===== config.mk =====
export PLATFORM = sky130hd
export DESIGN_NAME = vecmac_accum
export DESIGN_NICKNAME = d
export VERILOG_FILES = /design/src/rtl/vecmac_pkg.sv /design/src/rtl/vecmac_res_fifo.sv /design/src/rtl/vecmac_accum.sv
export SDC_FILE = /design/constraint.sdc
export NUM_CORES = 1
export LEC_CHECK = 0
export ABC_AREA = 1
export CORE_MARGIN = 4
export CORE_UTILIZATION = 38
export CTS_CLUSTER_DIAMETER = 60
export DETAILED_ROUTE_END_ITERATION = 8
export PLACE_DENSITY = 0.57
export SYNTH_ARGS = -nofsm -noshare
export SYNTH_HDL_FRONTEND = slang
export SYNTH_SLANG_ARGS = --single-unit
export TNS_END_PERCENT = 20

===== constraint.sdc =====
create_clock -name clk -period 2.4 [get_ports clk]
set_input_delay 0.6 -clock clk [delete_from_list [all_inputs] [get_ports clk]]
set_output_delay 0.6 -clock clk [all_outputs]
set_load 0.02 [all_outputs]

===== src/rtl/vecmac_pkg.sv =====
// Shared constants and result record for the vector MAC accumulator.
// Lane geometry of the 4x8x8 multiplier product word and default record widths.
// No logic here; types and constants only.
package vecmac_pkg;

    localparam int LANES     = 4;
    localparam int LANE_W    = 16;
    localparam int LSUM_W    = 18;

    localparam int ACC_W_DEF = 32;
    localparam int CNT_W_DEF = 8;

    // Result record at default widths; the top builds the same shape at its own widths.
    typedef struct packed {
        logic [ACC_W_DEF-1:0] acc;
        logic [CNT_W_DEF-1:0] cnt;
        logic                 sat;
    } res_t;

endpackage


===== src/rtl/vecmac_res_fifo.sv =====
// Purpose: 2-entry in-order result FIFO.
// Latency: a push is visible at the head on the next cycle when the FIFO was empty.
// Backpressure: never stalls the writer; a push into a full FIFO without a pop is ignored.
module vecmac_res_fifo
    import vecmac_pkg::*;
#(
    parameter type dat_t = res_t
) (
    input  logic clk,
    input  logic rst_n,
    input  logic push_i,
    input  dat_t push_dat_i,
    input  logic pop_i,
    output logic full_o,
    output logic empty_o,
    output dat_t head_o
);

    dat_t       mem_q [2];
    logic       wr_q;
    logic       rd_q;
    logic [1:0] count_q;
    logic [1:0] count_d;
    logic       do_push;
    logic       do_pop;

    assign full_o  = (count_q == 2'd2);
    assign empty_o = (count_q == 2'd0);
    assign head_o  = mem_q[rd_q];

    // A pop frees the head slot on the same edge, so a full FIFO can still accept a push.
    assign do_pop  = pop_i && !empty_o;
    assign do_push = push_i && (!full_o || do_pop);

    // Occupancy bookkeeping.
    always_comb begin
        count_d = count_q;
        if (do_push && !do_pop) begin
            count_d = count_q + 2'd1;
        end else if (do_pop && !do_push) begin
            count_d = count_q - 2'd1;
        end
    end

    // Storage and pointers.
    always_ff @(posedge clk or negedge rst_n) begin
        if (!rst_n) begin
            mem_q[0] <= '0;
            mem_q[1] <= '0;
            wr_q     <= 1'b0;
            rd_q     <= 1'b0;
            count_q  <= 2'd0;
        end else begin
            if (do_push) begin
                mem_q[wr_q] <= push_dat_i;
                wr_q        <= ~wr_q;
            end
            if (do_pop) begin
                rd_q <= ~rd_q;
            end
            count_q <= count_d;
        end
    end

endmodule


===== src/rtl/vecmac_accum.sv =====
// Purpose: reduce 4 lane products per beat and accumulate per vector into a result FIFO.
// Latency: last beat sampled at edge t0 reaches out_valid after edge t0+1 (FIFO empty).
// Backpressure: never stalls upstream; results hitting a full FIFO are dropped, err_overrun set.
module vecmac_accum
    import vecmac_pkg::*;
#(
    parameter int ACC_W = 32,
    parameter int SAT   = 1,
    parameter int CNT_W = 8
) (
    input  logic               clk,
    input  logic               rst_n,
    input  logic               in_valid,
    input  logic               in_last,
    input  logic [63:0]        product,
    input  logic               clear,
    output logic               out_valid,
    input  logic               out_ready,
    output logic [ACC_W-1:0]   out_acc,
    output logic [CNT_W-1:0]   out_cnt,
    output logic               out_sat,
    output logic               err_overrun
);

    typedef struct packed {
        logic [ACC_W-1:0] acc;
        logic [CNT_W-1:0] cnt;
        logic             sat;
    } rec_t;

    logic [LSUM_W-1:0] lane_sum;
    logic [LSUM_W-1:0] s1_sum_q;
    logic              s1_last_q;
    logic              s1_vld_q;

    logic [ACC_W:0]    nxt_wide;
    logic [ACC_W-1:0]  nxt;
    logic              sat_now;
    logic [CNT_W-1:0]  cnt_inc;

    logic [ACC_W-1:0]  acc_q, acc_d;
    logic [CNT_W-1:0]  cnt_q, cnt_d;
    logic              sat_q, sat_d;
    logic              err_q;

    logic              push;
    logic              pop;
    logic              overrun;
    logic              fifo_full;
    logic              fifo_empty;
    rec_t              push_rec;
    rec_t              head_rec;

    // Lane reduction: four 16-bit products fit in 18 bits without overflow.
    always_comb begin
        lane_sum = '0;
        for (int i = 0; i < LANES; i++) begin
            lane_sum = lane_sum + LSUM_W'(product[i*LANE_W +: LANE_W]);
        end
    end

    // Stage 1 register; clear drops whatever beat is present on the same edge.
    always_ff @(posedge clk or negedge rst_n) begin
        if (!rst_n) begin
            s1_vld_q  <= 1'b0;
            s1_last_q <= 1'b0;
            s1_sum_q  <= '0;
        end else begin
            s1_vld_q <= in_valid && !clear;
            if (in_valid && !clear) begin
                s1_sum_q  <= lane_sum;
                s1_last_q <= in_last;
            end
        end
    end

    // Accumulate with one carry bit, then clamp or wrap; beat count saturates.
    always_comb begin
        nxt_wide = {1'b0, acc_q} + {{(ACC_W + 1 - LSUM_W){1'b0}}, s1_sum_q};
        nxt      = nxt_wide[ACC_W-1:0];
        sat_now  = 1'b0;
        if (SAT != 0 && nxt_wide[ACC_W]) begin
            nxt     = '1;
            sat_now = 1'b1;
        end
        cnt_inc = (cnt_q == '1) ? cnt_q : cnt_q + CNT_W'(1);
    end

    // Stage 2 next state: clear wins, a last beat emits a record and restarts the vector.
    always_comb begin
        acc_d = acc_q;
        cnt_d = cnt_q;
        sat_d = sat_q;
        push  = 1'b0;
        if (clear) begin
            acc_d = '0;
            cnt_d = '0;
            sat_d = 1'b0;
        end else if (s1_vld_q) begin
            if (s1_last_q) begin
                acc_d = '0;
                cnt_d = '0;
                sat_d = 1'b0;
                push  = 1'b1;
            end else begin
                acc_d = nxt;
                cnt_d = cnt_inc;
                sat_d = sat_q | sat_now;
            end
        end
    end

    assign push_rec = '{acc: nxt, cnt: cnt_inc, sat: sat_q | sat_now};
    assign pop      = out_ready && !fifo_empty;
    assign overrun  = push && fifo_full && !pop;

    // Accumulator state and sticky overrun flag.
    always_ff @(posedge clk or negedge rst_n) begin
        if (!rst_n) begin
            acc_q <= '0;
            cnt_q <= '0;
            sat_q <= 1'b0;
            err_q <= 1'b0;
        end else begin
            acc_q <= acc_d;
            cnt_q <= cnt_d;
            sat_q <= sat_d;
            err_q <= err_q | overrun;
        end
    end

    vecmac_res_fifo #(
        .dat_t (rec_t)
    ) u_res_fifo (
        .clk        (clk),
        .rst_n      (rst_n),
        .push_i     (push),
        .push_dat_i (push_rec),
        .pop_i      (pop),
        .full_o     (fifo_full),
        .empty_o    (fifo_empty),
        .head_o     (head_rec)
    );

    assign out_valid   = !fifo_empty;
    assign out_acc     = head_rec.acc;
    assign out_cnt     = head_rec.cnt;
    assign out_sat     = head_rec.sat;
    assign err_overrun = err_q;

endmodule

After elaboration in Yosys (flattened, before gate mapping):

Index checks and enable logic that the tools add are counted.

* flip-flop bits (word level): 148
* input port bits: 70
* output and inout port bits: 43
* logic and storage cells: 76

* add/sub/neg operators: 7
* magnitude comparators: 3
* equal/unequal tests: 2
* mux-type cells: 23
* bitwise operators: 6
* reductions and logical operators: 19

Operator list (number)
* 41-bit two-way mux: 4
* 32-bit two-way mux: 4
* 82-bit bitwise mux: 1
* 41-bit demux with 1-bit select: 1
* 32-bit by 18-bit adder with 33-bit output: 1
* 8-bit two-way mux: 4
* 17-bit by 16-bit adder with 18-bit output: 1
* 18-bit by 16-bit adder with 18-bit output: 1
* 16-bit by 16-bit adder with 17-bit output: 1
* 1-bit logical AND: 9
* 8-bit by 1-bit adder with 8-bit output, second input constant: 1
* 8-bit == test, second input constant: 1
* 1-bit two-way mux: 7
* 1-bit zero test: 6
* 2-bit >= comparator, second input constant: 2
* 2-bit two-way mux: 2
* 1-bit inverter with 2-bit output: 2
* 2-bit nonzero test: 2
* 2-bit by 1-bit adder with 2-bit output, second input constant: 1
* 2-bit == test, second input constant: 1
* 2-bit zero test: 1
* 2-bit by 1-bit less-than comparator with 1-bit output, second input constant: 1
* 1-bit inverter: 2
* 1-bit bitwise OR: 2
* 2 further kinds: 2

Longest topological paths before layout:

* depth in word-level cells: 10
* mapped depth: 16

Hierarchy:

A second synthesis with hierarchy kept.

* cells, all modules: 1487
* area total of the unflattened synthesis: 10552.6 µm²

By module, submodules not included
* vecmac_accum: times used 1, cells each 962, area each 6397.4 µm²
* vecmac_res_fifo: times used 1, cells each 525, area each 4155.2 µm²

Worst setup path before layout:

Ideal clock, no wire load.

* kind: input port to flip-flop
* start: in product[1]
* end: reg s1_sum_q[11]
* library setup time: 0.135 ns
* arrival: 2.892 ns
* path slack: -0.627 ns
* stages: 11
* cell sequence: fa_1 -> fa_1 -> ha_1 -> fa_1 -> nand3_1 -> nand2_1 -> nand2_1 -> nand2_1 -> a21oi_1 -> xor2_1 -> o21ai_0

* word-level cells in the longest chain between the ends: 3

Ends and longest elaborated chain
* start: declaration: line vecmac_accum.sv:15 `input logic [63:0] product,`
* 16-bit by 16-bit adder with 17-bit output: line vecmac_accum.sv:58 `lane_sum = lane_sum + LSUM_W'(product[i*LANE_W +: LANE_W]);`
* 17-bit by 16-bit adder with 18-bit output: line vecmac_accum.sv:58
* 18-bit by 16-bit adder with 18-bit output: line vecmac_accum.sv:58
* end signal: assignment: line vecmac_accum.sv:71 `s1_sum_q <= lane_sum;`
* end: declaration: line vecmac_accum.sv:32 `logic [LSUM_W-1:0] s1_sum_q;`

Every way passes these cells.
A chain may end at the register's enable or synchronous reset.

Worst setup path after layout:

Ends and elaborated chain as after synthesis.

==> impl_metrics.yaml <==
layout:
  antenna_cells: 0
  final_nets: 1746
  final_cell_mix: "nand2_1, inv_1, dfrtp_1"
  final_common_cell: "nand2_1"
  fill_cells: 2561
  drive_gt1_frac: 0.223
  area_growth_pct: 32.2
synth:
  synthesis.nets: 1574
  post_synth_num_cell_types: 41
  ys_ff_latch: 148
  synth-edff-count: 0
  ys_warn_count: 0
  synthXorXnorAreaFrac: 0.0233
  syn_area_sq_um: 10200
  muxShareOfSynthArea: 0
  synth_compound_area_frac: 0.0607
  postSynthCellCount: 1434
  yosys_most_used_dff: "dfrtp_1"
  synth_top_family_by_area: "simple AND/OR/NAND/NOR gates"
  async_reset_ff_frac: 1.00
  avgSynthCellArea_sq_um: 7.08
  synthAdderAreaFrac: 0.111
  ys_seq_area_frac: 0.365
  synth-simple-area-share: 0.336
place:
  gp_congestion: 0.934
  hpwl_mm: 20.3
  preCtsSetupSlack_ps: -1130
  numPortBuffers: 112
pwr:
  p_leak_uw: 0.00739
  combPwrFrac: 0.482
  ir_drop_uv: 502
  clock_power_share: 0.244
  powerDensity_nw_per_um2: 913
  intPower_uw: 7350
  p_sw_uw: 4910
  swShare: 0.401
  p_seq_frac: 0.275
status:
  status: "finished with violations"
  violations: "setup timing"
worst_setup_path:
  cp-start-kind: "input pin"
  cp.arrival_ps: 2940
  critPathMaxFanout: 4
  crit_top_cell: "nand2_4"
  criticalPathCategory: "input pin to register"
  r2r_cells: 12
  crit_slowest_cell: "fa_1"
  end_kind: "register"
  crit_chain: "buf_6 > fa_1 > fa_1 > ha_4 > fa_2 > nand3_2 > nand2_4 > nand2_4 > nand2_4 > a21oi_2 > xor2_1 > o21ai_1"
  critPathRequiredTime_ps: 2700
  max_stage_delay_ps: 550
timing:
  finalCritPeriodShare: 1.10
  slew_headroom: 0.609
  setup_viol: 14
  tns_ps: -1960
  min_period_ps: 2630
  finalClockSkew_ps: 15.0
  fin_ws_ps: -235
  clock.fmax_mhz: 380
  tightest_slew_ps: 586
  finalMaxSlewViolations: 0
  rsz0062_at_grt: "true"
  hold_viol_final: 0
floorplan:
  io_pins: 113
  core_area_sq_um: 26200
  initial_core_util: 0.388
  row_count: 59
  dieArea_sq_um: 29400
  dieHeight_microns: 171
  die_w_microns: 171
clock_network:
  cts.htree.levels: 4
  worstSkewPairLatency_ps: 430
  cts_buffers: 17
  ctsHoldBuffers: 0
  cts.path.max_buffers: 2
  clock-sinks: 148
  cts_tree: "done"
  root_buffer: "clkbuf_16"
  clk_pin_slew_ps: 70
route:
  ant_nets: 0
  dr_wl_met3_microns: 962
  wl_per_cell_microns: 13.8
  postRouteWirelength_mm: 26.9
  drc: 0
  first_pass_iters: 6
  vias_per_cell: 4.74
  vias: 9263
  met2WireLength_mm: 12.8
  wl_met1_mm: 12.9
  drt_iter0_markers: 602
  dr.max_layer_used: "met4"
grt:
  grt.total_usage: 0.191
  grt_start_max_net_pins: 58
  grt_pass1_wl_mm: 45.6
  grt-ovfl-total: 0
  grt_pass1_vias: 9355
  antenna_found_initial: 0
job:
  max_cap_violations: 0
worst_hold_path:
  hp-class: "input pin to asynchronous set/reset pin"
registers in the layout (all words and copies together), names as in the netlist:
name and flops:
u_res_fifo.mem_q 82, acc_q 32, s1_sum_q 18, cnt_q 8
u_res_fifo.count_q 2, err_overrun 1, s1_last_q 1, s1_vld_q 1
sat_q 1, u_res_fifo.rd_q 1, u_res_fifo.wr_q 1
critical path: cells and delay by family:
family                   cells  cell delay, ps
AO/OA/AOI/OAI                2             210
XOR/XNOR                     1             150
adder cells (fa/ha/maj)      4            1550
buffers and inverters        1              90
AND/OR/NAND/NOR              4             320
timing repair:
action                                 4_1_cts  5_1_grt
gates cloned                                 0        0
endpoints found under the hold margin        0        0
setup endpoints to repair                   57       95
buffers inserted                            10        8
pin swaps                                  116       71
gates resized for setup                    317       66
cell type report:
| cell class | count | area [sq um] | share of cell area |
|---|---|---|---|
| Clock buffer | 18 | 439 | 0.0327 |
| Clock inverter | 14 | 214 | 0.0159 |
| Inverter | 233 | 885 | 0.0659 |
| Multi-Input combinational cell | 1017 | 6080 | 0.452 |
| Sequential cell | 148 | 3700 | 0.276 |
| Tap cell | 335 | 419 | 0.0312 |
| Timing Repair Buffer | 189 | 1690 | 0.126 |
cell usage after synthesis (3+ instances only):
cell type / count / area share
nand2_1: 611 / 0.23
nor2_2: 3 / 0.0018
a22o_1: 3 / 0.0026
o21ai_1: 8 / 0.0039
nor2_1: 51 / 0.019
xnor2_1: 7 / 0.0060
o21ai_0: 57 / 0.028
o22ai_1: 3 / 0.0018
a21oi_1: 34 / 0.017
buf_2: 6 / 0.0030
nor3_1: 10 / 0.0049
dfrtp_1: 148 / 0.36
inv_1: 224 / 0.083
or2_2: 3 / 0.0018
ha_1: 37 / 0.046
a31oi_1: 3 / 0.0018
nand3_1: 53 / 0.026
and2_1: 6 / 0.0037
inv_2: 8 / 0.0030
buf_4: 4 / 0.0030
o21ai_2: 4 / 0.0034
nand3_2: 16 / 0.016
nand4_1: 15 / 0.0092
clkbuf_1: 21 / 0.0078
buf_6: 4 / 0.0044
nand2_2: 25 / 0.015
xor2_1: 20 / 0.017
fa_1: 33 / 0.065
through the flow:
| stage | util | instances | total power [uW] | area (sq um) | hold WS (ps) |
|---|---|---|---|---|---|
| after global routing | 0.512 | 1954 | 13200 | 13400 | 128 |
| after detailed placement | 0.467 | 1906 | 8500 | 12200 | 465 |
| after CTS | 0.507 | 1947 | 12100 | 13300 | 116 |
| final | 0.512 | 1954 | 12300 | 13400 | 107 |
| after global placement | 0.467 | 1906 | 8440 | 12200 | 462 |
| after floorplan | - | 1434 | 6490 | 10300 | 304 |
layer usage:
| layer | global-route usage | up-vias |
|---|---|---|
| met1 | 0.261 | 4344 |
| met2 | 0.322 | 174 |
| met3 | 0.0257 | 27 |
| li1 | - | 4718 |
| met5 | 0 | - |
| met4 | 0.0465 | 0 |
worst paths after layout:
kind                        startpoint                   end  slack [ps]
min in group clk           err_overrun           err_overrun         480
min                              rst_n  u_res_fifo.mem_q[10]         110
max reg2reg                  acc_q[15]  u_res_fifo.mem_q[59]         130
max                         product[1]          s1_sum_q[11]        -230
min reg2reg                err_overrun           err_overrun         480
max in group asynchronous        rst_n  u_res_fifo.mem_q[68]        1590
power by group through the flow:
stage	Combinational [uW]	Sequential [uW]	Clock, uW
floorplan	3160	3330	0
global placement	5040	3400	0
detailed placement	5090	3410	0
CTS	5710	3370	3060
global route	6560	3440	3160
finish	5910	3370	2990
kinds of logic after synthesis:
logic type      after synthesis
fa+ha+maj                    70
buf+inv                     269
simple gates                805
compound gates              115
flops                       148
xor+xnor                     27
Note: power is estimated with default switching activity, not from simulation.
